File: src/rtl/adc_pkg.sv
// Shared constants for the paddle ADC front end: FSM encodings, default timing, output width.
package adc_pkg;

   localparam int unsigned CLK_DIV_DEF       = 25;
   localparam int unsigned CNV_CYCLES_DEF    = 2;
   localparam int unsigned CONV_CYCLES_DEF   = 100;
   localparam int unsigned SAMPLE_PERIOD_DEF = 50000;
   localparam int unsigned NBITS_DEF         = 12;
   localparam int unsigned OUT_W             = 8;

   localparam logic [2:0] S_IDLE  = 3'd0;
   localparam logic [2:0] S_CNV   = 3'd1;
   localparam logic [2:0] S_CONV  = 3'd2;
   localparam logic [2:0] S_SHIFT = 3'd3;
   localparam logic [2:0] S_DONE  = 3'd4;

endpackage

File: src/rtl/adc_sclk_gen.sv
// Serial clock generator: idles high, first falls on the cycle after enable, then
// alternates CLK_DIV-cycle halves. Strobes flag the cycle before each level change.
module adc_sclk_gen
   import adc_pkg::*;
#(
   parameter int unsigned CLK_DIV = CLK_DIV_DEF
) (
   input  logic i_clk,
   input  logic i_rst_n,
   input  logic i_en,
   output logic o_sclk,
   output logic o_rise_c,
   output logic o_fall_c
);

   localparam int unsigned   CW      = (CLK_DIV > 1) ? $clog2(CLK_DIV) : 1;
   localparam logic [CW-1:0] CNT_MAX = CW'(CLK_DIV - 1);

   logic [CW-1:0] r_cnt;
   logic          r_sclk;
   logic          r_run;
   logic          w_wrap;

   assign w_wrap = r_run && (r_cnt == CNT_MAX);

   always_ff @(posedge i_clk) begin
      if (!i_rst_n || !i_en) begin
         r_cnt  <= '0;
         r_sclk <= 1'b1;
         r_run  <= 1'b0;
      end else if (!r_run) begin
         r_cnt  <= '0;
         r_sclk <= 1'b0;
         r_run  <= 1'b1;
      end else if (w_wrap) begin
         r_cnt  <= '0;
         r_sclk <= ~r_sclk;
      end else begin
         r_cnt  <= r_cnt + CW'(1);
      end
   end

   assign o_sclk   = r_sclk;
   assign o_rise_c = w_wrap & ~r_sclk;
   assign o_fall_c = w_wrap & r_sclk;

endmodule

File: src/rtl/adc_paddle_reader.sv
// Dual-channel serial ADC reader: periodic CNVST/CS_N/SCLK frames, MSB-first capture,
// top byte of each channel latched with a one-cycle valid strobe.
module adc_paddle_reader
   import adc_pkg::*;
#(
   parameter int unsigned CLK_DIV       = CLK_DIV_DEF,
   parameter int unsigned CNV_CYCLES    = CNV_CYCLES_DEF,
   parameter int unsigned CONV_CYCLES   = CONV_CYCLES_DEF,
   parameter int unsigned SAMPLE_PERIOD = SAMPLE_PERIOD_DEF,
   parameter int unsigned NBITS         = NBITS_DEF
) (
   input  logic             clock_50MHz,
   input  logic             RESET_n,
   input  logic [1:0]       ADC_OUT,
   output logic             ADC_CNVST,
   output logic             ADC_CS_N,
   output logic             ADC_SCLK,
   output logic             ADC_REFSEL,
   output logic             ADC_SD,
   output logic             ADC_UB,
   output logic             ADC_SEL,
   output logic             BUSY,
   output logic [OUT_W-1:0] DATA_AD0,
   output logic [OUT_W-1:0] DATA_AD1,
   output logic             DATA_VALID
);

   localparam int unsigned   PH_MAX     = (CONV_CYCLES > CNV_CYCLES) ? CONV_CYCLES : CNV_CYCLES;
   localparam int unsigned   PW         = $clog2(PH_MAX + 1);
   localparam int unsigned   TW         = $clog2(SAMPLE_PERIOD + 1);
   localparam int unsigned   BW         = $clog2(NBITS + 1);
   localparam logic [PW-1:0] CNV_LAST   = PW'(CNV_CYCLES - 1);
   localparam logic [PW-1:0] CONV_LAST  = PW'(CONV_CYCLES - 1);
   localparam logic [TW-1:0] TIMER_LAST = TW'(SAMPLE_PERIOD - 1);
   localparam logic [BW-1:0] BIT_ALL    = BW'(NBITS);

   logic [2:0]       r_state;
   logic [2:0]       w_nxt;
   logic             r_start;
   logic [PW-1:0]    r_ph;
   logic [TW-1:0]    r_timer;
   logic [BW-1:0]    r_bit;
   logic [NBITS-1:0] r_sh0;
   logic [NBITS-1:0] r_sh1;
   logic             w_sclk_en;
   logic             w_sclk;
   logic             w_rise;
   logic             w_fall;

   assign ADC_REFSEL = 1'b0;
   assign ADC_SD     = 1'b0;
   assign ADC_UB     = 1'b0;
   assign ADC_SEL    = 1'b0;
   assign ADC_SCLK   = w_sclk;
   assign w_sclk_en  = (w_nxt == S_SHIFT);

   adc_sclk_gen #(.CLK_DIV(CLK_DIV)) u_sclk (
      .i_clk    (clock_50MHz),
      .i_rst_n  (RESET_n),
      .i_en     (w_sclk_en),
      .o_sclk   (w_sclk),
      .o_rise_c (w_rise),
      .o_fall_c (w_fall)
   );

   // Frame sequencing; a frame only ends after the last high half-period of SCLK.
   always_comb begin
      w_nxt = r_state;
      case (r_state)
         S_IDLE:  if (r_start || (r_timer >= TIMER_LAST)) w_nxt = S_CNV;
         S_CNV:   if (r_ph == CNV_LAST)                   w_nxt = S_CONV;
         S_CONV:  if (r_ph == CONV_LAST)                  w_nxt = S_SHIFT;
         S_SHIFT: if (w_fall && (r_bit == BIT_ALL))       w_nxt = S_DONE;
         S_DONE:  w_nxt = S_IDLE;
         default: w_nxt = S_IDLE;
      endcase
   end

   always_ff @(posedge clock_50MHz) begin
      if (!RESET_n) begin
         r_state    <= S_IDLE;
         r_start    <= 1'b1;
         r_ph       <= '0;
         r_timer    <= '0;
         r_bit      <= '0;
         r_sh0      <= '0;
         r_sh1      <= '0;
         ADC_CNVST  <= 1'b1;
         ADC_CS_N   <= 1'b1;
         BUSY       <= 1'b0;
         DATA_VALID <= 1'b0;
         DATA_AD0   <= '0;
         DATA_AD1   <= '0;
      end else begin
         r_state <= w_nxt;
         if (r_state == S_IDLE && w_nxt == S_CNV) r_start <= 1'b0;

         if (w_nxt != r_state)                          r_ph <= '0;
         else if (r_state == S_CNV || r_state == S_CONV) r_ph <= r_ph + PW'(1);

         // Timer restarts with each frame and saturates so overlong frames still trigger.
         if (r_state == S_IDLE && w_nxt == S_CNV) r_timer <= '0;
         else if (r_timer != '1)                  r_timer <= r_timer + TW'(1);

         if (r_state == S_IDLE) begin
            r_bit <= '0;
         end else if (r_state == S_SHIFT && w_rise) begin
            r_bit <= r_bit + BW'(1);
            r_sh0 <= {r_sh0[NBITS-2:0], ADC_OUT[0]};
            r_sh1 <= {r_sh1[NBITS-2:0], ADC_OUT[1]};
         end

         // Outputs are decoded from the next state so they line up with the state register.
         ADC_CNVST  <= (w_nxt != S_CNV);
         ADC_CS_N   <= (w_nxt != S_SHIFT);
         BUSY       <= (w_nxt != S_IDLE);
         DATA_VALID <= (w_nxt == S_DONE);
         if (w_nxt == S_DONE) begin
            DATA_AD0 <= r_sh0[NBITS-1 -: OUT_W];
            DATA_AD1 <= r_sh1[NBITS-1 -: OUT_W];
         end
      end
   end

endmodule

File: config.mk
export PLATFORM = sky130hd
export DESIGN_NAME = adc_paddle_reader
export DESIGN_NICKNAME = d
export VERILOG_FILES = /design/src/rtl/adc_pkg.sv /design/src/rtl/adc_sclk_gen.sv /design/src/rtl/adc_paddle_reader.sv
export SDC_FILE = /design/constraint.sdc
export NUM_CORES = 1
export LEC_CHECK = 0
export CAP_MARGIN = 10
export CORE_MARGIN = 8
export CORE_UTILIZATION = 67
export CTS_BUF_LIST = sky130_fd_sc_hd__clkbuf_4 sky130_fd_sc_hd__clkbuf_8 sky130_fd_sc_hd__clkbuf_16
export CTS_CLUSTER_DIAMETER = 60
export DETAILED_ROUTE_END_ITERATION = 16
export DONT_BUFFER_PORTS = 1
export PLACE_DENSITY = 0.83
export SLEW_MARGIN = 40
export SYNTH_ARGS = -nofsm -noshare
export SYNTH_HDL_FRONTEND = slang
export SYNTH_SLANG_ARGS = --single-unit
File: constraint.sdc
create_clock -name clock_50MHz -period 3.8 [get_ports clock_50MHz]
set_input_delay 0.76 -clock clock_50MHz [delete_from_list [all_inputs] [get_ports clock_50MHz]]
set_output_delay 0.76 -clock clock_50MHz [all_outputs]
set_load 0.03 [all_outputs]
==> impl_metrics.toml <==
[critical_path]
crit_path_cell_trace = "inv_1 > ha_1 > and4b_1 > and4_2 > nand4_1 > xor2_1 > nor2_1"
crit_fanout = 28
critical_path_required_ns = 4.05
cpPeakStageDelay_ns = 0.62
worst-path-stages = 7
cpMaxStageDelayCell = "and4_2"
critPathTopFamily = "simple AND/OR/NAND/NOR gates"
reg2reg_depth = 7
cp-end-kind = "flop"
critPathLaunchType = "flop"
path_buf_inv = 1
path_class = "flop to flop"
critical_path_arrival_ns = 2.27

[placed_design]
port_buffers = 0
dpl_worst_slack_ns = 1.52
place.detailed.hpwl_um = 4330
gp_congestion = 0.839

[pwr]
powerDensity_mw_per_mm2 = 456
power.internal_uw = 1220
ir_drop_mv = 0.308
clkPwrFrac_pct = 39.4
swShare_pct = 25.8
power_frac_seq_pct = 54.6
p_comb_share_pct = 6.0
power_switching_uw = 425
p_leak_uw = 0.00127

[clock_network]
hold_buffers = 0
clock_latency_ns = 0.36
cts-resized-gates = 0
clock_sinks = 82
post_cts_buffers = 0
h-tree-depth = 3
cts_tree = "built"
cts_max_path_buffers = 2
path_clk_slew_ns = 0.09
cts_buffers = 9
clock-root-buffer = "clkbuf_8"

[route]
dr.pass1.iters = 5
ant_nets = 0
drt_iter0_drc = 163
wirelength_um = 6210
drc = 0
avgRoutedWirePerCell_um = 13.2
via_per_inst = 5.56
dr_total_vias = 2625

[floorplanning]
dieArea_mm2 = 0.00763
core-area_mm2 = 0.00501
initial_utilization_pct = 68.1
rows = 26
io_pins = 29
fp.dieH_um = 87.3
die_x_um = 87.3

[grt]
antenna_found_initial = 0
grt_use_met3_pct = 4.43
grt_overflow_total = 0
top_usage_layer = "met2"
grt_pass1_vias = 2418
grt_use_met1_pct = 20.9
grtUsageMet2_pct = 28.9
grt_start_max_net_pins = 29
grt_pass1_wl_um = 10800
grt_usage_pct = 17.6

[finish]
layout-drive-gt1-share_pct = 7.71
multi_input_area_mm2 = 0.00163
final_util_pct = 72.2
fin_nets = 408
area.sequential_mm2 = 0.00164
syn_to_final_growth_pct = 6.13
layout.cells.most_common = "nand2_1"
n_fill_cell = 382
layout_common_cells = "nand2_1, dfxtp_1, a21oi_1"
n_antenna_cell = 0

[flow_run]
drv_cap = 0

[synth]
ys_ff_latch = 82
synth.avg_cell_area_um2 = 8.44
synth-edff-count = 0
synthesis.area_mm2 = 0.00341
ys_warn_count = 0
synth_cell_types = 49
synthSimpleGateAreaFrac_pct = 27.7
synth_ff_type = "dfxtp_1"
synth_xor_area_share_pct = 5.65
netlist_instances = 404
ys_seq_area_share_pct = 48.1
synth_compound_area_share_pct = 10.9
synth_fa_ha_area_share_pct = 2.57
ys_async_sr_fraction_pct = 0
synth_top_family_by_area = "simple AND/OR/NAND/NOR gates"
synth.area.mux_share_pct = 0.587

[worst_hold_path]
hp-class = "flop to flop"
hold_path_depth = 2

[timing]
period_share_pct = 53.1
final_max_slew_viol_count = 0
holdWs_ns = 0.458
finalSetupViolations = 0
worst_slack_ns = 1.78
fin_tns_setup_ns = 0
rsz0062_at_grt = "false"
relSlewSlack_pct = 57.9
clock.fmax_mhz = 496
fin_skew_ns = 0.0119
tightest_slew_ns = 0.631
fin_crit_ns = 2.02
finalHoldViolCount = 0

[run_status]
outcome = "finished clean"
## power by group through the flow
stage / registers [uW] / logic, uW / clock network (uW)
global route: 904 / 111 / 701
CTS: 901 / 99.7 / 662
detailed placement: 922 / 98.9 / 0
floorplan: 912 / 95.6 / 0
finish: 901 / 98.9 / 650
global placement: 920 / 96.0 / 0
## kinds of logic (layout without fill, tap and decap cells)
kind of cell,Yosys count,after routing
AOI/OAI and AO/OA,60,60
buffers and inverters,31,26
and+or+nand+nor,199,199
muxes,2,2
DFF,82,82
other,1,4
adders and majority gates,7,7
xor gates and xnor gates,22,22
## stage by stage
step | cells | area, um^2 | power (uW)
final | 472 | 3620 | 1650
after global routing | 472 | 3620 | 1720
after CTS | 472 | 3620 | 1660
after detailed placement | 456 | 3410 | 1020
after global placement | 455 | 3400 | 1020
after floorplan | 407 | 3420 | 1010
## sequential cells by signal (all words and copies together) (netlist names), 3 cells and up
name          count
r_timer          16
r_sh0            12
r_sh1            12
DATA_AD0          8
DATA_AD1          8
r_ph              7
u_sclk.r_cnt      5
r_bit             4
r_state           3
## Yosys cell counts, types with 2 or more instances
cell type / n / share of area (%)
nor3_1: 6 / 0.88
xor2_1: 14 / 3.6
o21ai_0: 2 / 0.29
nor4_1: 3 / 0.55
a21oi_1: 45 / 6.6
nor4b_1: 2 / 0.51
buf_4: 4 / 0.88
buf_2: 8 / 1.2
nand4_1: 9 / 1.7
xnor2_1: 8 / 2.1
nor2_1: 37 / 4.1
dfxtp_1: 82 / 48
and4b_1: 2 / 0.59
and4_1: 5 / 1.3
mux2i_1: 2 / 0.59
nand2b_1: 5 / 0.92
and3_1: 6 / 1.1
nand3_1: 10 / 1.5
nor3b_1: 2 / 0.44
and2_1: 2 / 0.37
inv_1: 7 / 0.77
clkbuf_1: 10 / 1.1
nand2_1: 99 / 11
ha_1: 7 / 2.6
or3_1: 3 / 0.55
## layout make-up
cell class	instances	share of cell area, %
clock buffer	9	3.42
clock inverter	7	2.28
inverter	8	0.830
multi-input combinational	294	45.2
sequential	82	45.4
tap	70	2.42
timing repair buffer	2	0.519
## path summary, 6_finish.rpt
| kind | from | end | slack, ns |
|---|---|---|---|
| worst min-delay path | r_sh0[2] | r_sh0[3] | 0.46 |
| worst min register to register | r_sh0[2] | r_sh0[3] | 0.46 |
| worst max register to register | u_sclk.r_cnt[0] | r_bit[3] | 1.78 |
| worst max-delay path | u_sclk.r_cnt[0] | r_bit[3] | 1.78 |
## worst reg2reg max path: cells and delay by family (launching register included)
kind / cells / cell delay, ns
flip-flops: 1 / 0.34
XOR/XNOR: 1 / 0.17
adder cells (fa/ha/maj): 1 / 0.13
AND/OR/NAND/NOR: 4 / 1.21
buffers and inverters: 1 / 0.07
## metal layers
metal,wire length (um),up-vias
met2,2980,52
met3,287,12
li1,-,1344
met1,2820,1217
met4,128,0
met5,0,-
Note: power is estimated with default switching activity, not from simulation.
